File: src/rtl/tlul_pkg.sv
// Shared TL-UL opcode constants, responder FSM states and lane-mask helper.
package tlul_pkg;

    localparam logic [2:0] OP_PUT_FULL       = 3'd0;
    localparam logic [2:0] OP_PUT_PARTIAL    = 3'd1;
    localparam logic [2:0] OP_GET            = 3'd4;
    localparam logic [2:0] OP_ACCESS_ACK     = 3'd0;
    localparam logic [2:0] OP_ACCESS_ACK_DATA = 3'd1;

    typedef enum logic {
        EMPTY = 1'b0,
        FULL  = 1'b1
    } state_e;

    // Byte lanes a naturally aligned access of 2^size bytes touches.
    function automatic logic [3:0] lane_mask(input logic [3:0] size, input logic [1:0] addr_lo);
        logic [3:0] m;
        case (size)
            4'd0:    m = 4'b0001 << addr_lo;
            4'd1:    m = 4'b0011 << addr_lo;
            default: m = 4'b1111;
        endcase
        return m;
    endfunction

endpackage

File: src/rtl/tlul_req_check.sv
// Combinational legality check for an incoming TL-UL A-channel request.
module tlul_req_check
    import tlul_pkg::*;
#(
    parameter logic [31:0] BASE_ADDR = 32'h0002_0000,
    parameter int unsigned NUM_REGS  = 16,
    parameter int unsigned IDX_W     = (NUM_REGS > 1) ? $clog2(NUM_REGS) : 1
) (
    input  logic [2:0]       opcode,
    input  logic [3:0]       size,
    input  logic [31:0]      address,
    input  logic [3:0]       mask,
    input  logic             corrupt,
    output logic             legal,
    output logic [IDX_W-1:0] reg_index
);

    // 33-bit window bounds so a window ending at 4 GiB cannot wrap.
    localparam logic [32:0] WIN_LO = {1'b0, BASE_ADDR};
    localparam logic [32:0] WIN_HI = {1'b0, BASE_ADDR} + 33'(NUM_REGS * 4);

    logic op_ok;
    logic size_ok;
    logic aligned;
    logic in_range;
    logic mask_ok;

    always_comb begin
        op_ok    = (opcode == OP_GET) || (opcode == OP_PUT_FULL) || (opcode == OP_PUT_PARTIAL);
        size_ok  = (size <= 4'd2);
        case (size)
            4'd0:    aligned = 1'b1;
            4'd1:    aligned = (address[0] == 1'b0);
            default: aligned = (address[1:0] == 2'b00);
        endcase
        in_range = ({1'b0, address} >= WIN_LO) && ({1'b0, address} < WIN_HI);
        mask_ok  = (opcode != OP_PUT_FULL) || (mask == lane_mask(size, address[1:0]));
        legal    = op_ok && size_ok && aligned && in_range && mask_ok && !corrupt;
    end

    assign reg_index = address[2 +: IDX_W];

endmodule

File: src/rtl/tlul_reg_responder.sv
// TL-UL register-window responder with a one-entry response buffer.
module tlul_reg_responder
    import tlul_pkg::*;
#(
    parameter logic [31:0] BASE_ADDR = 32'h0002_0000,
    parameter int unsigned NUM_REGS  = 16
) (
    input  logic        clock,
    input  logic        reset,
    input  logic        a_valid,
    input  logic [2:0]  a_opcode,
    input  logic [2:0]  a_param,
    input  logic [3:0]  a_size,
    input  logic [1:0]  a_source,
    input  logic [31:0] a_address,
    input  logic [3:0]  a_mask,
    input  logic [31:0] a_data,
    input  logic        a_corrupt,
    output logic        a_ready,
    output logic        d_valid,
    output logic [2:0]  d_opcode,
    output logic [1:0]  d_param,
    output logic [3:0]  d_size,
    output logic [1:0]  d_source,
    output logic        d_denied,
    output logic [31:0] d_data,
    output logic        d_corrupt,
    input  logic        d_ready,
    output logic [7:0]  err_count
);

    localparam int unsigned IDX_W = (NUM_REGS > 1) ? $clog2(NUM_REGS) : 1;

    state_e            state;
    logic [31:0]       regs [NUM_REGS];
    logic              legal;
    logic [IDX_W-1:0]  reg_index;
    logic              accept;
    logic              is_get;
    logic              unused_param;

    assign unused_param = ^a_param;

    tlul_req_check #(
        .BASE_ADDR (BASE_ADDR),
        .NUM_REGS  (NUM_REGS),
        .IDX_W     (IDX_W)
    ) u_check (
        .opcode    (a_opcode),
        .size      (a_size),
        .address   (a_address),
        .mask      (a_mask),
        .corrupt   (a_corrupt),
        .legal     (legal),
        .reg_index (reg_index)
    );

    // Draining and refilling in the same cycle is allowed when d_ready is high.
    assign a_ready = !reset && ((state == EMPTY) || d_ready);
    assign accept  = a_valid && a_ready;
    assign is_get  = (a_opcode == OP_GET);

    always_ff @(posedge clock) begin
        if (reset) begin
            state     <= EMPTY;
            d_valid   <= 1'b0;
            d_opcode  <= '0;
            d_param   <= '0;
            d_size    <= '0;
            d_source  <= '0;
            d_denied  <= 1'b0;
            d_data    <= '0;
            d_corrupt <= 1'b0;
            err_count <= '0;
            for (int unsigned i = 0; i < NUM_REGS; i++) begin
                regs[i] <= '0;
            end
        end else if (accept) begin
            state     <= FULL;
            d_valid   <= 1'b1;
            d_opcode  <= is_get ? OP_ACCESS_ACK_DATA : OP_ACCESS_ACK;
            d_param   <= '0;
            d_size    <= a_size;
            d_source  <= a_source;
            d_denied  <= !legal;
            d_corrupt <= !legal && is_get;
            d_data    <= (legal && is_get) ? regs[reg_index] : '0;
            if (!legal && (err_count != 8'hFF)) begin
                err_count <= err_count + 8'd1;
            end
            if (legal && !is_get) begin
                for (int unsigned b = 0; b < 4; b++) begin
                    if (a_mask[b]) begin
                        regs[reg_index][8*b +: 8] <= a_data[8*b +: 8];
                    end
                end
            end
        end else if ((state == FULL) && d_ready) begin
            state   <= EMPTY;
            d_valid <= 1'b0;
        end
    end

endmodule

File: config.mk
export PLATFORM = sky130hd
export DESIGN_NAME = tlul_reg_responder
export DESIGN_NICKNAME = d
export VERILOG_FILES = /design/src/rtl/tlul_pkg.sv /design/src/rtl/tlul_req_check.sv /design/src/rtl/tlul_reg_responder.sv
export SDC_FILE = /design/constraint.sdc
export NUM_CORES = 1
export LEC_CHECK = 0
export BUFFER_PORTS_ARGS = -buffer_cell sky130_fd_sc_hd__buf_2
export CAP_MARGIN = 20
export CORE_MARGIN = 8
export CORE_UTILIZATION = 35
export CTS_BUF_LIST = sky130_fd_sc_hd__clkbuf_4 sky130_fd_sc_hd__clkbuf_8 sky130_fd_sc_hd__clkbuf_16
export CTS_CLUSTER_DIAMETER = 200
export DETAILED_ROUTE_END_ITERATION = 8
export GPL_TIMING_DRIVEN = 0
export PLACE_DENSITY = 0.55
export SYNTH_ARGS = -nofsm -noshare
export SYNTH_HDL_FRONTEND = slang
export SYNTH_SLANG_ARGS = --single-unit
File: constraint.sdc
create_clock -name clock -period 3.7 [get_ports clock]
set_input_delay 0.185 -clock clock [delete_from_list [all_inputs] [get_ports clock]]
set_output_delay 0.185 -clock clock [all_outputs]
set_load 0.02 [all_outputs]
==> results.toml <==
[die]
ios = 140
die_h_um = 281.6
core_area_sq_mm = 0.06991
die_w_um = 281.6
num_rows = 97
die_area_sq_mm = 0.07931
start_util_pct = 35.32

[sta]
relSlewSlack_pct = 24.27
hold_viol_final = 0
slew_violations = 0
rsz0062_at_grt = "false"
fin_crit_sh_pct = 97.86
fin_tns_setup_ns = 0
finalSetupViolations = 0
tightest_slew_ns = 1.136
min_period_ns = 3.621
fmax_mhz = 276.2
skew_ns = 0.02647

[synth]
synth_cell_types = 48
synth_largest_area_cell = "edfxtp_1"
netlist_area_sq_mm = 0.02469
ys_ff_latch = 562
synth-edff-count = 512
yosys_warnings = 0
synthArstFlopShare_pct = 0
ys_seq_area_share_pct = 66.32
synth_top_area_share_pct = 62.26
ys.flop_type = "edfxtp_1"
synthCells = 1759
syn_avg_cell_area_sq_um = 14.04
synth.area.top_cells = "edfxtp_1 62%, mux4_2 15%, nor2_1 8.0%, dfxtp_1 4.1%, clkbuf_1 1.4%"

[hold_path]
hold_path.class = "primary input to flop"

[placement]
port_buffers = 126
place_congestion = 0.9654
place_inst = 2831
hpwl_um = 57140
place_area_sq_mm = 0.02656

[critical_path]
crit_buf_inv = 3
crit_family = "compound AO/OA/AOI/OAI gates"
cp_max_fo = 10
slowest_delay_ns = 0.77
cp-start-kind = "primary input"
arrival_ns = 3.89
worstSetupEndpointType = "flop"
cp_slowest_cell = "a2111oi_4"
path_class = "primary input to flop"
crit_chain = "dlygate4sd3_1, buf_2, nor2_1, nand3_1, a2111oi_4, o221a_4, clkbuf_1, and3_1, a21o_1"
worst_ep_required_time_ns = 3.96

[cells_and_area]
nFillCells = 6561
layout-drive-gt1-share_pct = 23.68
antennaDiodeCount = 0
fin_nets = 2049
final_cells = 2950
fin_area_sq_mm = 0.02868
syn2layout_area_growth_pct = 16.13

[global_route]
first_global_vias = 16490
antenna_found_initial = 0
grt_overflow_total = 0
grtUsageTotal_pct = 20.14
grt_max_degree = 15
grt_pass1_wl_um = 115100

[detailed_routing]
drt_iter0_markers = 1986
drc = 0
wirelength_um = 81000
via_per_inst = 5.523
dr_total_vias = 16290
first_pass_iters = 5
wl_per_cell_um = 27.46
postRouteAntennaNets = 0

[clock_network]
h-tree-depth = 2
cts.sinks = 562
clk-insertion-delay-late_ns = 0.63
cts_root_buf = "clkbuf_16"
cts_max_path_buffers = 3
cts_tree = "built"
clk_pin_slew_worst_paths_ns = 0.06
cts_made_buffers = 59

[job]
drv_cap = 0

[pwr]
switching_share_pct = 22.33
p_leak_nw = 9.979
share_seq_of_total_power_pct = 49.9
vdd_drop_max_mv = 0.2819
pwr-share-comb_pct = 7.2
p_total_mw = 14.41
power_density_mw_per_mm2 = 502.4
pwr-share-clk_pct = 42.9
power.internal_mw = 11.19
switchingPower_mw = 3.218

[run_status]
status = "finished clean"
## repair_timing
item / in CTS / in global routing
setup endpoints to repair: 0 / 51
gates resized for setup: 0 / 1
hold buffers: 10 / 0
hold endpoints to repair: 8 / 0
buffers inserted: 0 / 0
## per-layer routing
metal / up-vias / global-route usage, % / wire (um)
li1: 6899 / - / -
met1: 8403 / 27.36 / 33030
met2: 845 / 32.20 / 37440
met3: 147 / 3.723 / 7497
met4: 0 / 7.490 / 3022
met5: - / 0 / 0
## power by group through the flow
stage / logic (mW) / clock network, mW / registers, mW
finish: 1.04 / 6.18 / 7.18
global route: 1.10 / 6.47 / 7.20
CTS: 1.04 / 6.25 / 7.18
detailed placement: 1.03 / 0 / 7.32
global placement: 1.02 / 0 / 7.30
floorplan: 0.626 / 0 / 7.30
## cell families after synthesis
group	after synthesis	share of synthesized area, %
and+or+nand+nor	736	12.20
buffers and inverters	171	3.010
AOI/OAI and AO/OA	123	3.628
other	1	0.01519
xor gates and xnor gates	2	0.07095
DFF	562	66.32
adders and majority gates	1	0.05066
muxes	163	14.71
## final timing paths
| path | endpoint | from | slack, ns | depth (start not counted) |
|---|---|---|---|---|
| worst min register to register | d_data[26]$_SDFFE_PP0P_ | d_data[26]$_SDFFE_PP0P_ | 0.45 | 2 |
| worst max register to register | regs[6][10]$_SDFFCE_PN0P_ | state$_SDFFE_PP0P_ | 0.18 | 7 |
| worst min-delay path | regs[14][6]$_SDFFCE_PN0P_ | a_data[6] | 0.02 | 3 |
| worst max-delay path | regs[2][13]$_SDFFCE_PN0P_ | a_size[3] | 0.08 | 9 |
## synthesized netlist by cell type, drive strengths merged, types with 2 or more instances
cell,count
nor2,528
edfxtp,512
mux4,160
clkbuf,90
nand2,88
buf,79
nand3,59
dfxtp,50
a21oi,39
a21o,33
a31o,33
and3,16
and2,7
nor4,7
nor3,6
nand2b,5
nand4,5
o21ai,5
or3,5
nor2b,4
mux2i,3
and3b,2
inv,2
nor4b,2
or4,2
xnor2,2
## registers in the layout, summed over array words and instances (netlist names)
signal,cells
regs,512
d_data,32
err_count,8
d_size,4
d_source,2
d_corrupt,1
d_denied,1
d_opcode,1
state,1
## layout by cell type (no fill, tap or decap), types with 5 or more instances in the layout
master	count
and2_1	6
a31o_2	17
nand3_1	59
buf_1	13
o21ai_0	5
nor2_1	528
dlygate4sd3_1	10
nor4_1	7
bufinv_16	9
clkbuf_1	90
dfxtp_1	50
nand2b_1	5
clkbuf_16	59
buf_4	5
edfxtp_1	512
a31o_1	16
clkbuf_4	9
clkinv_1	11
and3_1	16
nor3_1	6
nand2_1	88
clkinv_2	12
a21oi_1	38
a21o_1	33
mux4_2	160
buf_2	186
## tightest hold or removal path: cells and delay by family
kind | cells | cell delay, ns
buf+inv | 1 | 0.08
simple gates | 2 | 0.26
## metrics by stage
stage | utilization, % | hold WS (ns) | worst slack, ns
finish | 41.02 | 0.02121 | 0.07927
floorplan | - | 0.2840 | 1.102
global route | 41.02 | 0.03770 | 0.05952
CTS | 41.00 | 0.002585 | 0.07072
detailed placement | 37.99 | 0.3796 | -0.04660
global placement | 37.92 | 0.3907 | -0.03662
## area by class of cell
type / instances / area, sq um / area share (%)
multi-input cells: 1029 / 7590 / 26.47
plain buffers: 169 / 735.7 / 2.565
clock inverters: 36 / 402.9 / 1.405
repair buffers: 140 / 790.8 / 2.757
flip-flops and latches: 562 / 16380 / 57.10
clock buffers: 72 / 1599 / 5.576
well taps: 940 / 1176 / 4.101
inverters: 2 / 7.507 / 0.02618
Power figures use the tool's default switching activity.
